$ cat src/rtl/fruit_template_matcher.sv
`default_nettype none
// ============================================================================
// Module   : fruit_template_matcher
// Brief    : Streams a feature vector against a per-fruit template ROM and
//            accumulates the sum of absolute differences (SAD). Reports the
//            final score and a thresholded match flag with a done pulse.
// Revision : 1.0 - initial release
// ============================================================================
module fruit_template_matcher #(
   parameter int ADDR_WIDTH  = 11,
   parameter int DATA_WIDTH  = 8,
   parameter int LENGTH      = 2048,
   parameter int SCORE_WIDTH = 19,
   parameter int THRESHOLD   = 20000
) (
   input  logic                   clk,
   input  logic                   rst,
   input  logic                   i_start,
   output logic                   o_busy,
   output logic [ADDR_WIDTH-1:0]  o_rom_addr,
   input  logic [DATA_WIDTH-1:0]  i_rom_rd_data,
   input  logic [DATA_WIDTH-1:0]  i_feat_data,
   input  logic                   i_feat_valid,
   output logic                   o_feat_ready,
   output logic [SCORE_WIDTH-1:0] o_score,
   output logic                   o_match,
   output logic                   o_done
);

   typedef enum logic [1:0] {
      S_IDLE  = 2'd0,
      S_PRIME = 2'd1,
      S_RUN   = 2'd2,
      S_DONE  = 2'd3
   } state_t;

   // Index of the final element; when LENGTH == 2**ADDR_WIDTH the index
   // increment wraps to 0 on the last element, which is never used.
   localparam logic [ADDR_WIDTH-1:0]  c_LAST_IDX  = ADDR_WIDTH'(LENGTH - 1);
   localparam logic [SCORE_WIDTH-1:0] c_THRESHOLD = SCORE_WIDTH'(THRESHOLD);

   state_t                   r_state;
   state_t                   w_state_nxt;
   logic [ADDR_WIDTH-1:0]    r_idx;
   logic [SCORE_WIDTH-1:0]   r_acc;
   logic [SCORE_WIDTH-1:0]   r_score;
   logic                     r_match;

   logic                     w_fire;
   logic                     w_last;
   logic [ADDR_WIDTH-1:0]    w_idx_inc;
   logic [ADDR_WIDTH-1:0]    w_rom_addr;
   logic [DATA_WIDTH:0]      w_diff;
   logic [SCORE_WIDTH-1:0]   w_sum;

   // Absolute difference of the current feature/template pair and the
   // running sum including it; one spare bit keeps the subtraction exact.
   always_comb begin
      w_diff = '0;
      if (i_feat_data >= i_rom_rd_data) begin
         w_diff = {1'b0, i_feat_data} - {1'b0, i_rom_rd_data};
      end else begin
         w_diff = {1'b0, i_rom_rd_data} - {1'b0, i_feat_data};
      end
      w_sum = r_acc + SCORE_WIDTH'(w_diff);
   end

   // Next-state decode, handshake and look-ahead ROM addressing.
   // Addressing idx+1 on a consumed element means the ROM output always
   // holds template[idx] while in RUN, so there are no bubbles.
   always_comb begin
      w_state_nxt  = r_state;
      w_fire       = 1'b0;
      w_last       = 1'b0;
      w_rom_addr   = '0;
      o_feat_ready = 1'b0;
      w_idx_inc    = r_idx + ADDR_WIDTH'(1);
      case (r_state)
         S_IDLE: begin
            if (i_start) begin
               w_state_nxt = S_PRIME;
            end
         end
         S_PRIME: begin
            w_state_nxt = S_RUN;
         end
         S_RUN: begin
            o_feat_ready = 1'b1;
            w_fire       = i_feat_valid;
            w_last       = (r_idx == c_LAST_IDX);
            w_rom_addr   = w_fire ? w_idx_inc : r_idx;
            if (w_fire && w_last) begin
               w_state_nxt = S_DONE;
            end
         end
         S_DONE: begin
            w_state_nxt = S_IDLE;
         end
         default: begin
            w_state_nxt = S_IDLE;
         end
      endcase
   end

   // State, index, accumulator and result registers.
   always_ff @(posedge clk) begin
      if (rst) begin
         r_state <= S_IDLE;
         r_idx   <= '0;
         r_acc   <= '0;
         r_score <= '0;
         r_match <= 1'b0;
      end else begin
         r_state <= w_state_nxt;
         if (r_state == S_IDLE && i_start) begin
            r_idx <= '0;
            r_acc <= '0;
         end
         if (w_fire) begin
            r_idx <= w_idx_inc;
            r_acc <= w_sum;
            if (w_last) begin
               r_score <= w_sum;
               r_match <= (w_sum <= c_THRESHOLD);
            end
         end
      end
   end

   // Status outputs decoded from the registered state.
   always_comb begin
      o_busy     = (r_state != S_IDLE);
      o_done     = (r_state == S_DONE);
      o_rom_addr = w_rom_addr;
      o_score    = r_score;
      o_match    = r_match;
   end

endmodule
`default_nettype wire

$ cat config.mk
export PLATFORM = sky130hd
export DESIGN_NAME = fruit_template_matcher
export DESIGN_NICKNAME = d
export VERILOG_FILES = /design/src/rtl/fruit_template_matcher.sv
export SDC_FILE = /design/constraint.sdc
export NUM_CORES = 1
export LEC_CHECK = 0
export BUFFER_PORTS_ARGS = -buffer_cell sky130_fd_sc_hd__buf_2
export CAP_MARGIN = 5
export CELL_PAD_IN_SITES_DETAIL_PLACEMENT = 2
export CELL_PAD_IN_SITES_GLOBAL_PLACEMENT = 2
export CORE_MARGIN = 5
export CORE_UTILIZATION = 36
export CTS_CLUSTER_SIZE = 12
export DETAILED_ROUTE_END_ITERATION = 8
export PLACE_DENSITY = 0.93
export SYNTH_ARGS = -nofsm -noshare
export SYNTH_HDL_FRONTEND = slang
export SYNTH_SLANG_ARGS = --single-unit
$ cat constraint.sdc
create_clock -name clk -period 7.4 [get_ports clk]
set_input_delay 0.37 -clock clk [delete_from_list [all_inputs] [get_ports clk]]
set_output_delay 0.37 -clock clk [all_outputs]
set_load 0.1 [all_outputs]
==> out/summary.txt, run 1 <==
Final nets -> 592
Die Span X -> 113 um
Ys Warns -> 0
Max Cap Viol -> 0
antenna-violating nets left -> 0
RR Startpoint -> r_state[0]
Clk pwr share -> 24.7%
Post-CTS Hold Buffers -> 0
RSZ-0062 raised after global routing -> no
initial cell density of the core -> 36.7%
Worst Path Max Fanout -> 7
TritonCTS Buffers -> 5
vias -> 3704
Synth area leaders -> dfxtp_1 27%, ha_1 10%, nand2_1 6.6%
Clock Latency Late Sink -> 320 ps
Tmin final -> 4930 ps
layout cell share with drive strength beyond 1 -> 13.9%
switching power -> 340 uW
pin count of the biggest net entering global routing -> 54
hold_sp -> o_score[17]
top_reg_cell synth -> dfxtp_1
final core occ -> 41.0%
post-CTS setup buffer count -> 0
GRT Total Usage -> 19.0%
flops & latches, synth -> 52
wire length per cell -> 17.9 um
Mapped Area -> 3790 um2
Clock Root Buffer -> clkbuf_8
post-synthesis async set-or-reset flop share -> 0%
internal power -> 497 uW
Hold Crit Depth -> 2
Worst Path Required -> 7650 ps
worst hold path type -> reg -> reg
worst reg2reg path depth -> 8
vias per std cell -> 5.49
Syn Area/Cell -> 7.56 um2
met1 Usage GRT -> 24.7%
initial antenna violation count -> 0
RR Endpoint -> o_match
core box area -> 10300 um2
H-tree depth -> 2
VDD IR max -> 172 uV
hold slack -> 461 ps
WL final -> 12.1 mm
register area share after synthesis -> 27.4%
Leak Pwr -> 0.00192 uW
Worst-Margin Slew -> 968 ps
run status -> completed
Post-Synthesis Cells -> 502
WP data arrival -> 5180 ps
area fraction of the dominant cell type after synthesis -> 27.4%
DR iter-0 viols -> 139
Crit Path Class -> in -> reg
met2 Track Usage GR -> 34.0%
ant diodes -> 0
Synth cell types -> 55
clock skew -> 16.2 ps
Non-Filler Instances -> 675
Rel. slew slack -> 35.5%
clock sink count -> 52
final setup fails -> 0
EDFF count, synth -> 0
Net Sw Frac -> 40.6%
CP Capture Type -> flip-flop
DR DRC count -> 0
total iterations of the first detailed-routing run -> 4
Hold Violations, Final -> 0
synth-to-layout area growth -> 11.7%
Slew Viols, Final -> 0
vias in the first global route -> 4067
die area -> 12700 um2
Pwr Density -> 197 nW/um2
Setup crit start kind -> primary input
Worst Hold Path EP -> o_score[17]
gr ovfl total -> 0
I/O pins -> 54
Seq pwr share -> 35.6%
final RePlAce weighted congestion -> 0.815
DP Cell Count -> 667
combinational share of power -> 39.7%
Most Crowded Layer GR -> met2
Post-DP HPWL -> 9.13 mm
Clock Path Buffers -> 2
PostCTS Resize Cnt -> 0
met3 Usage GRT -> 2.43%
Period Utilization, post-route -> 66.7%
area leader, netlist -> dfxtp_1
# rows -> 37
first-pass GRT wire length -> 20.4 mm
CTS tree -> done
Die Y -> 113 um
Clk pin slew, worst setup/hold paths -> 100 ps
final setup TNS -> 0 ps
reg2reg setup slack -> 4000 ps
crit path from -> i_rom_rd_data[1]
Synth Net Count -> 556
PortBufs -> 53
Peak Freq -> 203 MHz
==> synth_stat cells, drive strengths merged, types with 3 or more instances <==
library cell	number
nand2	67
nor2	54
dfxtp	52
a21oi	45
o21ai	32
ha	31
inv	27
a22oi	20
clkbuf	20
xnor2	18
and2	14
nor3	13
and3	12
xor2	12
nand3	8
o21a	8
a21o	7
buf	6
a211o	4
mux2	4
mux2i	4
nor2b	4
nor4	4
fa	3
nand4	3
o211ai	3
o21bai	3
or3	3
==> kinds of logic (layout without fill, tap and decap cells) <==
| group | count (synthesis) | after routing | synth area share [%] |
|---|---|---|---|
| AO/OA/AOI/OAI | 136 | 136 | 22.6 |
| AND/OR/NAND/NOR | 189 | 189 | 23.2 |
| adder cells (fa/ha/maj) | 34 | 34 | 11.8 |
| XOR/XNOR | 30 | 30 | 6.93 |
| buffers and inverters | 53 | 90 | 5.77 |
| flip-flops | 52 | 52 | 27.4 |
| multiplexers | 8 | 8 | 2.24 |
==> worst max path at each step <==
stage / endpoint
2_1_floorplan: o_match
3_3_place_gp: o_match
3_5_place_dp: o_match
4_1_cts: o_match
5_1_grt: o_match
6_report: o_match
==> power by group through the flow <==
stage,sequential (uW),combinational [uW],clock (uW)
2_1_floorplan,302,244,0
3_5_place_dp,304,328,0
6_report,298,332,206
4_1_cts,298,334,210
5_1_grt,300,364,223
3_3_place_gp,304,306,0
==> routing by layer <==
metal	part of all wire, %	wire [um]
met3	2.1	258
met1	46	5590
met2	51	6120
met4	0.78	94
met5	0	0
==> registers in the layout, indices dropped and copies added, names as in the netlist <==
name     cells
o_score     19
r_acc       19
r_idx       11
r_state      2
o_match      1
==> stage by stage <==
stage,setup slack (ps),total power [uW],cell area [um2]
6_report,2470,836,4240
5_1_grt,2090,887,4240
4_1_cts,2470,843,4240
3_5_place_dp,2170,633,4130
3_3_place_gp,2460,609,4130
2_1_floorplan,2780,546,3790
==> worst max-delay path, stage by stage <==
cell	delay, ps
buf_2	120
inv_1	80
ha_1	330
nor2b_1	160
o31a_1	310
o21a_1	220
nor2_1	340
mux2_2	410
a2111oi_0	360
nor3_1	130
xor2_1	160
ha_1	340
o21a_1	220
o21ai_0	150
a21oi_1	80
o21ai_1	460
o21ai_0	190
a211o_1	320
a221o_1	320
o21ai_1	120
==> layout by cell type (no fill, tap or decap), drive strengths merged, types with 4 or more instances in the layout <==
cell type,count
nand3,8
a21o,7
a22oi,20
o21ai,32
and2,14
nor4,4
dfxtp,52
nor2,54
inv,28
mux2,4
and3,12
a211o,4
clkbuf,6
buf,55
a21oi,45
nor3,13
xor2,12
xnor2,18
ha,31
mux2i,4
nand2,67
nor2b,4
o21a,8
==> cell type report <==
cell class / count / area, um2
sequential: 52 / 1040
clock inverter: 2 / 38.8
fill: 1217 / 6090
clock buffer: 6 / 72.6
timing repair buffer: 55 / 280
multi-input combinational: 397 / 2530
inverter: 27 / 101
tap: 136 / 170
(Power assumes the default switching activity.)
==> inputs of run 2 (changes only) <==
--- a/config.mk
+++ b/config.mk
@@ -10,10 +10,10 @@
 export CELL_PAD_IN_SITES_DETAIL_PLACEMENT = 2
 export CELL_PAD_IN_SITES_GLOBAL_PLACEMENT = 2
 export CORE_MARGIN = 5
-export CORE_UTILIZATION = 36
+export CORE_UTILIZATION = 30
 export CTS_CLUSTER_SIZE = 12
 export DETAILED_ROUTE_END_ITERATION = 8
-export PLACE_DENSITY = 0.93
+export PLACE_DENSITY = 0.83
 export SYNTH_ARGS = -nofsm -noshare
 export SYNTH_HDL_FRONTEND = slang
 export SYNTH_SLANG_ARGS = --single-unit
==> constraint.sdc (replaced) <==
create_clock -name clk -period 4.2 [get_ports clk]
set_input_delay 0.21 -clock clk [delete_from_list [all_inputs] [get_ports clk]]
set_output_delay 0.21 -clock clk [all_outputs]
set_load 0.1 [all_outputs]
==> run 2 against run 1 <==
Compared with the run above:
- the flow now finishes with violations (setup timing)
- non-clock buffer count up 66
- clock skew decreased by 10 ps
- via count is 11% higher
- power is 110% higher
- combinational power is 120% higher
- wire length up 25%
- critical path depth is the same
- clock-buffer cell count fell by 1
- worst hold slack got worse by 160 ps
- global-route usage is 0.49 points lower
==> out/summary.txt, run 2 (same netlist as run 1, synthesis figures left out) <==
clock skew -> 5.83 ps
RR Startpoint -> r_idx[0]
Leak Pwr -> 0.00233 uW
Final nets -> 658
Tmin final -> 4330 ps
initial cell density of the core -> 30.3%
final setup fails -> 6
Non-Filler Instances -> 775
antenna-violating nets left -> 0
clock sink count -> 52
gr ovfl total -> 0
Die Span X -> 122 um
PortBufs -> 53
worst hold path type -> in -> reg
Most Crowded Layer GR -> met2
WL final -> 15.1 mm
Die Y -> 122 um
Clock Latency Late Sink -> 300 ps
Post-CTS Hold Buffers -> 0
Rel. slew slack -> 33.8%
worst reg2reg path depth -> 10
final setup TNS -> -307 ps
Period Utilization, post-route -> 103%
Hold Violations, Final -> 0
TritonCTS Buffers -> 5
initial antenna violation count -> 0
most common cell after layout, fill and taps aside -> nand2_1
DP Cell Count -> 749
vias per std cell -> 5.28
VDD IR max -> 171 uV
final RePlAce weighted congestion -> 0.873
Slew Viols, Final -> 0
CTS tree -> done
wire length per cell -> 19.5 um
met2 Track Usage GR -> 35.2%
Crit Path Class -> in -> reg
Setup crit end -> o_match
Peak Freq -> 231 MHz
vias -> 4093
first-pass GRT wire length -> 22.2 mm
die area -> 15000 um2
met3 Usage GRT -> 2.76%
Pwr Density -> 339 nW/um2
CP Capture Type -> flip-flop
violated checks -> setup timing
reg2reg setup slack -> 1100 ps
RSZ-0062 raised after global routing -> yes
final worst setup slack -> -134 ps
ant diodes -> 0
core box area -> 12500 um2
Clock Path Buffers -> 2
RR Endpoint -> o_match
run status -> complete, but fails checks
DR DRC count -> 0
commonest cells after routing, fill and taps aside -> 65 x nand2_1, 63 x buf_4, 53 x nor2_1, 52 x dfxtp_1, 48 x buf_2
Post-DP HPWL -> 9.88 mm
Worst-Margin Slew -> 993 ps
layout cell share with drive strength beyond 1 -> 30.0%
GRT Total Usage -> 18.5%
Worst Path Max Fanout -> 4
Setup crit start kind -> primary input
H-tree depth -> 2
synth-to-layout area growth -> 35.3%
crit path from -> i_rom_rd_data[2]
Worst Path Required -> 4440 ps
Hold Crit Depth -> 4
vias in the first global route -> 4429
pin count of the biggest net entering global routing -> 54
met1 Usage GRT -> 20.6%
WP data arrival -> 4570 ps
DR iter-0 viols -> 169
Clock Root Buffer -> clkbuf_16
I/O pins -> 54
# rows -> 41
Max Cap Viol -> 0
Clk pin slew, worst setup/hold paths -> 70 ps
total iterations of the first detailed-routing run -> 5
## run 2: worst min-delay path by stage
stage	start	to	slack, ps
6_report	i_start	r_state[0]	300
5_1_grt	i_start	r_state[0]	340
4_1_cts	i_start	r_state[0]	320
3_5_place_dp	o_score[17]	o_score[17]	440
3_3_place_gp	o_score[12]	o_score[12]	440
2_1_floorplan	rst	o_score[15]	420
## run 2: final cells by class
cell class              count  area (um2)
fillers                  1452        7380
multi-input cells         397        2790
flip-flops and latches     52        1040
repair buffers            121         830
well taps                 172         215
clock buffers               5         125
inverters                  27         104
clock inverters             1        30.0
## run 2: worst max-delay path, cell delays in order
cell       delay (ps)
buf_2             110
inv_1             120
ha_4              220
o21a_1            200
o31a_1            170
o21a_1            230
mux2i_1           130
a221o_1           350
a2111oi_4         380
nor3_2             70
xor2_1            270
ha_2              350
buf_6             130
o21ai_2            60
o21bai_1          120
a41o_1            280
or4_4             440
a211o_1           280
a221o_1           320
o21ai_1           120
## run 2: per-stage QoR
step	instance area (um2)	utilization (%)	total power (uW)	worst slack (ps)	hold WS, ps
final	5130	41.0	1740	-134	304
after global routing	5130	41.0	1820	-311	337
after CTS	4840	38.7	1680	1.34	317
after detailed placement	4540	36.3	1180	-355	443
after global placement	4540	36.3	1140	-94.9	436
after floorplan	3820	-	969	1.17	419
## run 2: what timing repair did
action                                  in CTS  in global routing
gates cloned                                 0                  0
hold endpoints to repair                     0                  0
pin swaps                                   13                 30
endpoints found under the setup margin       1                 17
gates resized for setup                     16                 47
buffers inserted                             9                 12
## run 2: power breakdown
group / internal [uW] / switching (uW) / total [uW]
Clock: 275 / 192 / 467
Sequential: 510 / 15.5 / 526
Combinational: 289 / 457 / 746
## run 2: per-layer routing
metal	wire length, um	share of wire, %	vias up
li1	-	-	1934
met1	6170	41	2050
met2	8110	54	78
met3	405	2.7	31
met4	414	2.7	0
met5	0	0	-
